## src/rtl/uart_tx_fifo.sv

```systemverilog
// uart_tx_fifo: byte queue that feeds uart_tx one frame at a time via a start pulse.
module uart_tx_fifo #(
    parameter int DEPTH = 16,
    parameter int AW    = 4
) (
    input  logic          clk_i,
    input  logic          rst_i,
    input  logic          in_valid_i,
    input  logic [7:0]    in_data_i,
    output logic          in_ready_o,
    output logic          tx_start_o,
    output logic [7:0]    tx_data_o,
    input  logic          tx_busy_i,
    output logic [AW:0]   count_o,
    output logic          empty_o,
    output logic          overflow_o,
    input  logic          clr_ovf_i
);
    localparam logic [1:0] S_IDLE      = 2'd0;
    localparam logic [1:0] S_START     = 2'd1;
    localparam logic [1:0] S_WAIT_BUSY = 2'd2;
    localparam logic [1:0] S_WAIT_DONE = 2'd3;
    localparam logic [AW:0] FULL = (AW+1)'(DEPTH);

    logic [1:0]    state_q, state_d;
    logic [AW-1:0] wp_q, rp_q;
    logic [AW:0]   count_q, count_d;
    logic [7:0]    data_q;
    logic          ovf_q, ovf_d;
    logic [7:0]    mem_q [DEPTH];
    logic          push, pop;

    assign in_ready_o = count_q != FULL;
    assign empty_o    = count_q == '0;
    assign count_o    = count_q;
    assign tx_start_o = state_q == S_START;
    assign tx_data_o  = data_q;
    assign overflow_o = ovf_q;
    assign push       = in_valid_i && in_ready_o;
    assign pop        = state_q == S_IDLE && !empty_o && !tx_busy_i;

    always_comb begin
        state_d = (state_q == S_IDLE)      ? (pop ? S_START : S_IDLE) :
                  (state_q == S_START)     ? S_WAIT_BUSY :
                  (state_q == S_WAIT_BUSY) ? (tx_busy_i ? S_WAIT_DONE : S_WAIT_BUSY) :
                                             (tx_busy_i ? S_WAIT_DONE : S_IDLE);
        count_d = count_q + {{AW{1'b0}}, push} - {{AW{1'b0}}, pop};
        ovf_d   = clr_ovf_i ? 1'b0 : (in_valid_i && !in_ready_o) ? 1'b1 : ovf_q;
    end

    always_ff @(posedge clk_i) begin
        if (!rst_i) begin
            state_q <= S_IDLE;
            wp_q    <= '0;
            rp_q    <= '0;
            count_q <= '0;
            data_q  <= 8'h00;
            ovf_q   <= 1'b0;
        end else begin
            state_q <= state_d;
            wp_q    <= push ? wp_q + AW'(1) : wp_q;
            rp_q    <= pop ? rp_q + AW'(1) : rp_q;
            count_q <= count_d;
            data_q  <= pop ? mem_q[rp_q] : data_q;
            ovf_q   <= ovf_d;
        end
    end

    // storage is deliberately left unreset
    always_ff @(posedge clk_i) begin
        if (rst_i && push) mem_q[wp_q] <= in_data_i;
    end
endmodule

```

## config.mk

```make
export PLATFORM = sky130hd
export DESIGN_NAME = uart_tx_fifo
export DESIGN_NICKNAME = d
export VERILOG_FILES = /design/src/rtl/uart_tx_fifo.sv
export SDC_FILE = /design/constraint.sdc
export NUM_CORES = 1
export LEC_CHECK = 0
export ABC_CLOCK_PERIOD_IN_PS = 6200
export CORE_MARGIN = 2
export CORE_UTILIZATION = 41
export DETAILED_ROUTE_END_ITERATION = 8
export PLACE_DENSITY = 0.69
export SLEW_MARGIN = 20
export SYNTH_ARGS = -nofsm -noshare
export SYNTH_HDL_FRONTEND = slang
export SYNTH_SLANG_ARGS = --single-unit
export TNS_END_PERCENT = 10
```

## constraint.sdc

```tcl
create_clock -name clk_i -period 6.2 [get_ports clk_i]
set_input_delay 0.93 -clock clk_i [delete_from_list [all_inputs] [get_ports clk_i]]
set_output_delay 0.93 -clock clk_i [all_outputs]
set_load 0.05 [all_outputs]
```

Yosys cells after proc, flatten, opt, wreduce, memory -nomap -nowiden
Memories as Yosys holds them, arrays and structs flattened. A register that Yosys moved wholly into a read port is not among the register bits.
Cells that the tools add are included.
{ "classes": {"mux": 8, "n_addsub": 4, "bitwise_logic": 1, "eq_ne": 3, "n_reduce_logical": 12} }
{ "op_table": {"columns": ["operator", "n"], "rows": [
  ["$add 4x1->4 const B", 2],
  ["$mux 2", 4],
  ["$add 5x1->5", 1],
  ["$logic_and 1x1->1", 5],
  ["$logic_not 5->1", 1],
  ["$ne 5x5->1 const B", 1],
  ["$sub 5x1->5", 1],
  ["$logic_not 1->1", 4],
  ["$mux 1", 4],
  ["$eq 2x1->1 const B", 1],
  ["$eq 2x2->1 const B", 1],
  ["$logic_not 2->1", 1],
  ["$reduce_or 2->1", 1],
  ["$not 1->1", 1]
]} }
{ "word_totals": {"out_inout_bits": 17, "inputBits": 13, "regBits": 16, "ram_bits": 128, "elab_cells": 34, "mem_count": 1} }
{ "mem_list": {"columns": ["memory", "words", "width", "rd", "rd_ports_with_merged_regs", "write_ports", "line", "text"], "rows": [
  ["mem_q", 16, 8, 1, 1, 1, "30", "logic [7:0] mem_q [DEPTH];"]
]} }

Depth between registers and ports, before layout
{ "depth": {"depth_word": 6, "depth_mapped": 15, "depth_no_buf": 14} }

Least setup slack after synthesis
No wires, ideal clock.
{ "synth_timing": {"path_kind": "flip-flop to flip-flop", "startpoint": "register count_q[2], in the netlist count_o[2]", "endpoint": "register count_q[4], in the netlist count_o[4]", "path_stages_with_launch": 16, "setup_time_ns": 0.121, "synth_period_minus_slack_ns": 3.466, "n_path_buf": 1, "arrival_ns": 3.345, "required_time_ns": 6.079, "path_slack_ns": 2.734, "cell_sequence": "dfxtp_1 inv_1 ha_1 nand4bb_1 and2_1 clkbuf_1 inv_1 ha_1 inv_1 ha_1 inv_1 fa_1 nand2b_1 a21oi_1 o21ai_0 nor3b_1"} }
{ "synth_via": {"elab_cells_between_ends": 8, "classes_between": "add/sub (2); eq/ne (1); reduce/logical (5)"} }
{ "synth_lines": {"columns": ["element", "line", "text"], "rows": [
  ["from (decl)", "27", "logic [AW:0] count_q, count_d;"],
  ["from (signal assigned)", "63", "count_q <= count_d;"],
  ["$ne 5x5->1", "33", "assign in_ready_o = count_q != FULL;"],
  ["via in_ready_o", "10", "output logic in_ready_o,"],
  ["$logic_and 1x1->1", "39", "assign push = in_valid_i && in_ready_o;"],
  ["$add 5x1->5", "47", "count_d = count_q + {{AW{1'b0}}, push} - {{AW{1'b0}}, pop};"],
  ["$sub 5x1->5", "47", null]
]} }
The timed path passes the listed nets, and every way through them passes these cells.
A chain may end at the register's enable or synchronous reset.

Worst setup path in the final report
{ "layout_timing": {"startpoint": "input tx_busy_i", "endpoint": "register count_q[4], in the netlist count_o[4]"} }
{ "layout_via": {"elab_chain_cells": 3} }
{ "layout_lines": {"columns": ["element", "line", "text"], "rows": [
  ["from (decl)", "13", "input logic tx_busy_i,"],
  ["$logic_not 1->1", "40", "assign pop = state_q == S_IDLE && !empty_o && !tx_busy_i;"],
  ["$logic_and 1x1->1", "40", null],
  ["via pop", "31", "logic push, pop;"],
  ["$sub 5x1->5", "47", null]
]} }
The timed path passes the listed nets, and every way through them passes these cells.

==> qor.txt <==
top cell type by total area after synthesis: edfxtp_1
initial cell density of the core: 0.420
Avg Inst Size Synth: 18.3 sq um
Core ar.: 14600 sq um
PnR worst setup slack: 2.88 ns
largest family of logic cells by synthesized area: multiplexers
register-to-register setup slack: 2.91 ns
Post-Synth XOR/XNOR Area: 0.0129
Root Buffer: clkbuf_16
Critical R2R Launch: count_o[2]
IO Port Bufs: 29
fin nets: 393
slowest CP cell: clkdlybuf4s50_1
Ys Warns: 0
crit path launch type: input pin
post-layout minimum cycle time: 3.32 ns
Worst Path Max Fanout: 12
CTS buffer count: 17
EDFF count, synth: 128
clock sinks: 152
hold_ws: 0.489 ns
Detail Route Antenna Nets: 0
Routed wire per std cell: 20.1 microns
post-synthesis cell area: 6130 sq um
Hold Path End: overflow_o
crit path cell chain: clkdlybuf4s50_1, nor3_2, nand2_1, inv_1, ha_1, inv_1, ha_1, inv_1, fa_1, nand2b_1, a21oi_1, o21ai_0, nor3b_1
CP Capture Type: register
worst hold stages: 2
leakage power: 2.34 nW
CTS H-tree depth: 4
detailed-placement wirelength estimate: 7200 microns
antenna diode count: 0
final WL: 11300 microns
Worst Path Buf+Inv: 4
top post-synthesis cells by area: edfxtp_1, mux4_1, dfxtp_1
Area growth, synth to finish: 16.7%
Post-Synth Simple-Gate Area: 0.0529
hold_buf cts: 0
grt total ovfl: 0
Global Route Usage Sum: 0.152
Max Fclk: 301 MHz
Rel. slew slack: 0.387
Slew Limit Fails: 0
RSZ-0062 raised after global routing: no
post-synth cell types: 34
fin crit share: 0.535
Crit Path Class: input pin to register
FP Rows: 44
register area share after synthesis: 0.706
FF+latch count, synth: 152
metal3 WL: 733 microns
number of global-route vias before repair: 3105
VDD IR-drop max: 0.246 mV
FF-to-FF path depth: 14
antenna violations before repair: 0
CP required: 6.48 ns
syn nets: 359
Ports: 30
Mapped Cells: 334
Place WS: 2.49 ns
hold wc startpoint: overflow_o
final setup fails: 0
most common cell in the synthesized netlist: edfxtp_1
CP arrival: 3.60 ns
die area: 15900 sq um
highest metal used: met4
CTS tree: yes
crit-path max cell delay: 0.46 ns
top_reg_cell synth: edfxtp_1
Worst Hold Class: register to register
height of the die: 126 microns
Die W: 126 microns
GPL Wtd Cong: 0.808
mux contribution to synthesized area: 0.157
via/cell ratio: 5.39
run status: finished clean
DRT iter0 DRCs: 236
Synth Area in Compound Gates: 0.0202
Max-Cap Viols: 0
met2 wire length: 5540 microns
largest net degree at the start of global routing: 36
worst r2r dst: count_o[4]
top cells by count, synth: edfxtp_1, nor2_1, dfxtp_1, mux4_1, mux2i_1
Final Hold Fails: 0
CP delay by family, top: buffers and inverters
worst-skew pair later-pin latency: 0.42 ns
clock-pin slew on the worst setup and hold paths: 0.06 ns
Yosys top cell area share: 0.627
DRC errors left: 0
actual slew at the worst max-slew pin: 0.916 ns
Post-CTS Resized: 0
adder and majority gate portion of the synthesized area: 0.0257
CP most frequent cell: inv_1
skew final: 0.00767 ns
drt first pass iters: 4
first-pass GRT wire length: 17600 microns
setup bufs post-CTS: 0
setup_tns: 0 ns
vias after detailed routing: 3042
pwr/cell area: 401 nW/um^2
wl on met1: 4870 microns
asr flop ratio synth: 0
layout cells sized above 1: 0.111
clk buf depth: 2
-- cells in the final DEF, fill, tap and decap left out, types with 2 or more instances in the layout --
cell             netlist  routed
a21oi_1                6       6
and2_1                 2       2
and3_1                 2       2
bufinv_16              0       4
clkbuf_1               5       2
clkbuf_16              0      17
clkdlybuf4s50_1        0      29
clkinv_1               0       4
clkinv_2               0       3
dfxtp_1               24      22
edfxtp_1             128     128
ha_1                  11      11
inv_1                 15      15
mux2i_1               16      16
mux4_1                21      21
mux4_2                11      11
nand2_1                7       7
nand3_1               13      13
nand3b_1               2       2
nor2_1                28      28
nor3_1                 2       2
o21ai_0                2       2
o221ai_1               8       8
or3_1                  2       2
xnor2_1                4       4
xor2_1                 5       5
-- flip-flops by register name, indices dropped and copies added (netlist names) --
register    count
tx_data_o       8
state_q         2
count_o         5
rp_q            4
overflow_o      1
mem_q         128
wp_q            4
-- cell families (layout without fill, tap and decap cells) --
family,count (synthesis),in the layout
XOR/XNOR,9,9
multiplexers,48,48
AND/OR/NAND/NOR,65,65
AO/OA/AOI/OAI,18,18
flip-flops,152,152
adder cells (fa/ha/maj),12,12
buffers and inverters,30,76
-- power by group --
| group | total [mW] | switching [mW] | internal (mW) |
|---|---|---|---|
| Clock | 1.04 | 0.377 | 0.662 |
| Sequential | 1.23 | 0.0690 | 1.16 |
| Combinational | 0.590 | 0.341 | 0.250 |
| Total | 2.86 | 0.787 | 2.08 |
-- routing by layer --
metal,vias up,global-route usage
met5,-,0
met4,0,0.0569
met3,18,0.0493
met2,91,0.239
met1,1547,0.199
li1,1386,-
-- worst min-delay path: cells and delay by family (launching register included) --
family,cells,cell delay (ns)
AND/OR/NAND/NOR,2,0.15
flip-flops,1,0.31
-- stage by stage --
step | instance area (sq um) | utilization | power, mW | instances
2_1_floorplan | 6130 | - | 1.68 | 334
3_3_place_gp | 6560 | 0.449 | 1.84 | 533
3_5_place_dp | 6560 | 0.449 | 1.85 | 533
4_1_cts | 7150 | 0.490 | 2.89 | 564
5_1_grt | 7150 | 0.490 | 2.98 | 564
6_report | 7150 | 0.490 | 2.86 | 564
-- how the worst max path moves through the flow --
stage	to	start	depth (start not counted)	slack, ns
final	count_o[4]	tx_busy_i	13	2.88
after global routing	count_o[4]	count_o[2]	14	2.69
after CTS	empty_o	count_o[2]	5	2.89
after detailed placement	count_o[4]	tx_busy_i	13	2.49
after global placement	count_o[4]	tx_busy_i	13	2.61
after floorplan	count_o[4]	count_o[2]	15	2.73
-- final cells by class --
class / instances / area, sq um
tap: 184 / 230
sequential: 152 / 4330
multi-input combinational: 152 / 1640
fill: 1163 / 7440
clock inverter: 12 / 158
clock buffer: 19 / 433
timing repair buffer: 30 / 298
inverter: 15 / 56.3
No activity file was read; power rests on OpenSTA's default activity.
